===== config.mk =====
export PLATFORM = sky130hd
export DESIGN_NAME = tile_text_writer
export DESIGN_NICKNAME = d
export VERILOG_FILES = /design/src/rtl/tile_text_writer.sv
export SDC_FILE = /design/constraint.sdc
export NUM_CORES = 1
export LEC_CHECK = 0
export ABC_CLOCK_PERIOD_IN_PS = 2800
export BUFFER_PORTS_ARGS = -buffer_cell sky130_fd_sc_hd__buf_2
export CORE_MARGIN = 2
export CORE_UTILIZATION = 34
export CTS_CLUSTER_DIAMETER = 40
export CTS_CLUSTER_SIZE = 30
export DETAILED_ROUTE_END_ITERATION = 7
export PLACE_DENSITY = 0.6
export SLEW_MARGIN = 40
export SYNTH_ARGS = -nofsm -noshare
export SYNTH_HDL_FRONTEND = slang
export SYNTH_SLANG_ARGS = --single-unit

===== constraint.sdc =====
create_clock -name i_clk -period 2.8 [get_ports i_clk]
set_input_delay 0.28 -clock i_clk [delete_from_list [all_inputs] [get_ports i_clk]]
set_output_delay 0.28 -clock i_clk [all_outputs]
set_load 0.02 [all_outputs]

===== src/rtl/tile_text_writer.sv =====
// Text-cursor writer for the tile map: turns a char/attr byte stream into {attr,char}
// RAM words, yielding the RAM port to the renderer whenever ram_busy is high.
module tile_text_writer #(
  parameter int          COLS       = 32,
  parameter int          ROWS       = 30,
  parameter logic [15:0] BASE       = 16'h0000,
  parameter logic [15:0] CLEAR_WORD = 16'h0020
) (
  input  logic        i_clk,
  input  logic        i_reset,
  input  logic        i_in_valid,
  output logic        o_in_ready,
  input  logic [7:0]  i_in_char,
  input  logic [7:0]  i_in_attr,
  input  logic        i_ram_busy,
  output logic [15:0] o_ram_addr,
  output logic [15:0] o_ram_write,
  output logic        o_ram_writeenable,
  output logic [7:0]  o_cur_col,
  output logic [7:0]  o_cur_row
);

  typedef enum logic [1:0] {IDLE, WRITE, CLEAR} state_t;

  localparam logic [7:0]  LAST_COL  = 8'(COLS - 1);
  localparam logic [7:0]  LAST_ROW  = 8'(ROWS - 1);
  localparam logic [15:0] LAST_CELL = 16'(COLS * ROWS - 1);

  state_t      r_state, w_stateNext;
  logic [7:0]  r_col, r_row, w_colNext, w_rowNext, w_rowInc;
  logic [15:0] r_addr, r_data, r_clrCnt;
  logic [15:0] w_addrNext, w_dataNext, w_clrCntNext, w_cellAddr;
  logic        w_accept;

  assign w_accept   = i_in_valid && (r_state == IDLE);
  assign w_rowInc   = (r_row == LAST_ROW) ? 8'd0 : r_row + 8'd1;
  // Computed wide then truncated so large BASE values simply wrap the 16-bit space.
  assign w_cellAddr = 16'(32'(BASE) + 32'(r_row) * 32'(COLS) + 32'(r_col));

  always_ff @(posedge i_clk) begin
    if (i_reset) begin
      r_state  <= IDLE;
      r_col    <= 8'd0;
      r_row    <= 8'd0;
      r_addr   <= BASE;
      r_data   <= 16'd0;
      r_clrCnt <= 16'd0;
    end else begin
      r_state  <= w_stateNext;
      r_col    <= w_colNext;
      r_row    <= w_rowNext;
      r_addr   <= w_addrNext;
      r_data   <= w_dataNext;
      r_clrCnt <= w_clrCntNext;
    end
  end

  always_comb begin
    w_stateNext  = r_state;
    w_colNext    = r_col;
    w_rowNext    = r_row;
    w_addrNext   = r_addr;
    w_dataNext   = r_data;
    w_clrCntNext = r_clrCnt;
    case (r_state)
      IDLE: begin
        if (w_accept) begin
          case (i_in_char)
            8'h0D: w_colNext = 8'd0;
            8'h0A: begin
              w_colNext = 8'd0;
              w_rowNext = w_rowInc;
            end
            8'h08: begin
              if (r_col != 8'd0) w_colNext = r_col - 8'd1;
            end
            8'h0C: begin
              w_addrNext   = BASE;
              w_dataNext   = CLEAR_WORD;
              w_clrCntNext = 16'd0;
              w_stateNext  = CLEAR;
            end
            default: begin
              w_addrNext  = w_cellAddr;
              w_dataNext  = {i_in_attr, i_in_char};
              w_stateNext = WRITE;
            end
          endcase
        end
      end
      WRITE: begin
        if (!i_ram_busy) begin
          w_stateNext = IDLE;
          if (r_col == LAST_COL) begin
            w_colNext = 8'd0;
            w_rowNext = w_rowInc;
          end else begin
            w_colNext = r_col + 8'd1;
          end
        end
      end
      CLEAR: begin
        // Address and count only move on a cycle the write actually lands.
        if (!i_ram_busy) begin
          w_addrNext   = r_addr + 16'd1;
          w_clrCntNext = r_clrCnt + 16'd1;
          if (r_clrCnt == LAST_CELL) begin
            w_stateNext = IDLE;
            w_colNext   = 8'd0;
            w_rowNext   = 8'd0;
          end
        end
      end
      default: w_stateNext = IDLE;
    endcase
  end

  assign o_in_ready        = (r_state == IDLE);
  assign o_ram_writeenable = (r_state != IDLE) && !i_ram_busy;
  assign o_ram_addr        = r_addr;
  assign o_ram_write       = r_data;
  assign o_cur_col         = r_col;
  assign o_cur_row         = r_row;

endmodule


==> impl_metrics.py <==
metrics = {
    "floorplanning": {
        "start_util_pct": 35.10,
        "dieArea_sq_um": 12160,
        "core_region_area_sq_um": 10940,
        "fp-row-count": 38,
        "die_w_um": 110.3,
        "ioPinCount": 70,
        "fp.dieH_um": 110.3,
    },
    "yosys": {
        "synth.top_cells.by_area": "dfxtp_1 34%, a21oi_1 6.3%, nor2_1 5.8%",
        "ys_ff_latch": 66,
        "syn_nets": 536,
        "synth-simple-area-share_pct": 29.63,
        "async_flop_share_pct": 0,
        "synth_edf_count": 0,
        "syn_area_sq_um": 3839,
        "synthFlopType": "dfxtp_1",
        "yosys.area_share.xor_xnor_pct": 4.563,
        "muxShareOfSynthArea_pct": 0.5541,
        "synth_cell_types": 60,
        "synthAdderAreaFrac_pct": 5.085,
        "synthDominantCellAreaShare_pct": 34.42,
        "seq_area_frac_synth_pct": 34.42,
        "synth_top_family_by_area": "simple AND/OR/NAND/NOR gates",
        "synth-compound-area-share_pct": 20.47,
        "netlist_instances": 501,
        "synth.avg_cell_area_sq_um": 7.662,
        "ys_warn_count": 0,
        "synth_area_leader_cell": "dfxtp_1",
    },
    "layout": {
        "drive_gt1_share_pct": 18.49,
        "finalNetCount": 599,
        "antenna_cells": 0,
        "area_growth_pct": 20.73,
    },
    "detailed_routing": {
        "met3WireLength_um": 554,
        "routed.top_layer": "met4",
        "routedWlPerCell_um": 14.86,
        "routed_via_density": 5.376,
        "wl_met1_mm": 4.707,
        "drcViolationCount": 0,
        "drt_iter0_markers": 276,
        "wl_mm": 10.52,
        "drtAntennaViolNets": 0,
        "met2_wirelength_mm": 5.084,
        "dr.pass1.iters": 4,
        "vias": 3806,
    },
    "cts": {
        "ctsResizeCount": 0,
        "cts_made_buffers": 9,
        "cts_tree": "built",
        "root_buffer": "clkbuf_16",
        "cts_sinks": 66,
        "clk_path_buf_depth": 2,
        "clk_pin_slew_ns": 0.05,
        "clock_latency_ns": 0.34,
        "cts_hold_buf": 0,
        "cts-htree-levels": 3,
        "post-cts-setup-buffers": 0,
    },
    "worst_setup_path": {
        "end_kind": "flip-flop",
        "cp.buffers_inverters": 1,
        "startpoint_type": "flip-flop",
        "cp_max_fo": 14,
        "arrival_ns": 2.69,
        "critPathKind": "flip-flop to flip-flop",
        "critPathSlowestCell": "or3b_2",
        "critical_path.max_stage_delay_ns": 0.63,
        "critical-path-top-delay-family": "simple AND/OR/NAND/NOR gates",
        "cp_cell_sequence": "inv_1 > ha_1 > o21ai_0 > or3b_2 > nor4_1 > xnor2_1 > nor2_1",
        "crit_required_ns": 3.00,
    },
    "timing": {
        "hold_ws_ns": 0.2275,
        "setup-tns-final_ns": 0,
        "finalCriticalPeriod_ns": 2.486,
        "rsz0062_at_grt": "no",
        "tightest_slew_ns": 0.6073,
        "fmax_mhz": 402.3,
        "max-slew-margin-rel_pct": 59.40,
        "fin_skew_ns": 0.005277,
        "final-setup-viol-count": 0,
        "hold_viol": 0,
        "drv_slew": 0,
        "period_share_pct": 88.78,
    },
    "global_route": {
        "grt_pass1_vias": 3452,
        "track_usage_pct": 18.02,
        "grt_max_degree": 31,
        "antenna_found_initial": 0,
        "grt_pass1_wl_mm": 16.90,
        "grt-ovfl-total": 0,
    },
    "run_status": {
        "outcome": "finished, final reports clean",
    },
    "placement": {
        "portBuffers": 69,
        "place_hpwl_mm": 7.696,
        "place.gp.congestion": 0.8719,
    },
    "flow_run": {
        "maxCapViolations": 0,
    },
    "power_and_ir_drop": {
        "powerDensity_nw_per_um2": 537.2,
        "vdd_drop_max_uv": 302.1,
        "leakagePower_nw": 1.870,
    },
    "min_path": {
        "hold_class": "primary input to flip-flop",
    },
}
## final cells by class
type	count	area [sq um]
Inverter	22	82.58
Multi-Input combinational cell	384	2315
Clock inverter	2	35.03
Sequential cell	66	1321
Tap cell	140	175.2
Clock buffer	13	270.3
Fill cell	1117	6301
Timing Repair Buffer	81	435.4
## cell families (layout without fill, tap and decap cells)
logic type / count (synthesis) / after routing
flip-flops: 66 / 66
AO/OA/AOI/OAI: 123 / 123
adder cells (fa/ha/maj): 15 / 15
XOR/XNOR: 20 / 20
AND/OR/NAND/NOR: 224 / 224
multiplexers: 2 / 2
buffers and inverters: 51 / 118
## synth_stat cells, types with 3 or more instances
cell and count:
dfxtp_1 66, nor2_1 59, nand2_1 49, a21oi_1 48, clkbuf_1 24, inv_1 22, nand3_1 21, nor3_1 19
o21ai_0 19, and3_1 16, xnor2_1 15, ha_1 14, nand4_1 14, nor4_1 9, a31oi_1 8, or3_1 7
o22ai_1 6, or4_1 6, nor2b_1 5, o211ai_1 5, xor2_1 5, a211oi_1 4, a221oi_1 4, and2_1 4
o32ai_1 4, a22oi_1 3, buf_2 3, nand2b_1 3, o31ai_1 3
## worst min-delay path: stages
cell     delay [ns]
buf_2          0.13
nand2_1        0.06
a21oi_1        0.05
## per-stage QoR
step           total power [mW]  instances  setup slack [ns]  instance area (sq um)  utilization, %
4_1_cts                   2.522        708            0.3253                   4634           42.38
5_1_grt                   2.601        708            0.1396                   4634           42.38
6_report                  2.490        708            0.3142                   4634           42.38
3_3_place_gp              1.351        693            0.3716                   4329           39.59
2_1_floorplan             1.248        501            0.3749                   3839               -
3_5_place_dp              1.357        693            0.3465                   4329           39.59
## sequential cells by signal, summed over array words and instances (netlist names)
signal / cells
o_ram_addr: 16
o_ram_write: 16
r_clrCnt: 16
o_cur_col: 8
o_cur_row: 8
r_state: 2
## where the power goes
group	internal [mW]	switching, mW
Combinational	0.117	0.217
Clock	0.755	0.399
Sequential	0.973	0.0291
Total	1.85	0.644
## worst paths after layout
path / cells after the start / start / end / slack, ns
setup / recovery: 7 / r_state[0]$_SDFFE_PP0P_ / r_clrCnt[14]$_SDFFE_PP0P_ / 0.31
hold / removal: 3 / i_in_char[0] / o_ram_write[0]$_SDFFE_PP0P_ / 0.23
setup reg to reg: 7 / r_state[0]$_SDFFE_PP0P_ / r_clrCnt[14]$_SDFFE_PP0P_ / 0.31
hold reg to reg: 2 / o_ram_write[4]$_SDFFE_PP0P_ / o_ram_write[4]$_SDFFE_PP0P_ / 0.45
## placed cells by master, fill, tap and decap left out, types with 12 or more instances in the layout
cell type	n
a21oi_1	48
and3_1	16
buf_2	69
buf_4	12
dfxtp_1	66
ha_1	14
inv_1	22
nand2_1	49
nand3_1	21
nand4_1	14
nor2_1	59
nor3_1	19
o21ai_0	19
xnor2_1	15
## layer usage
layer	vias to the layer above	GRT usage, %
li1	1942	-
met5	-	0
met2	86	29.89
met4	0	6.339
met1	1764	22.36
met3	14	5.115
Power figures use the tool's default switching activity.
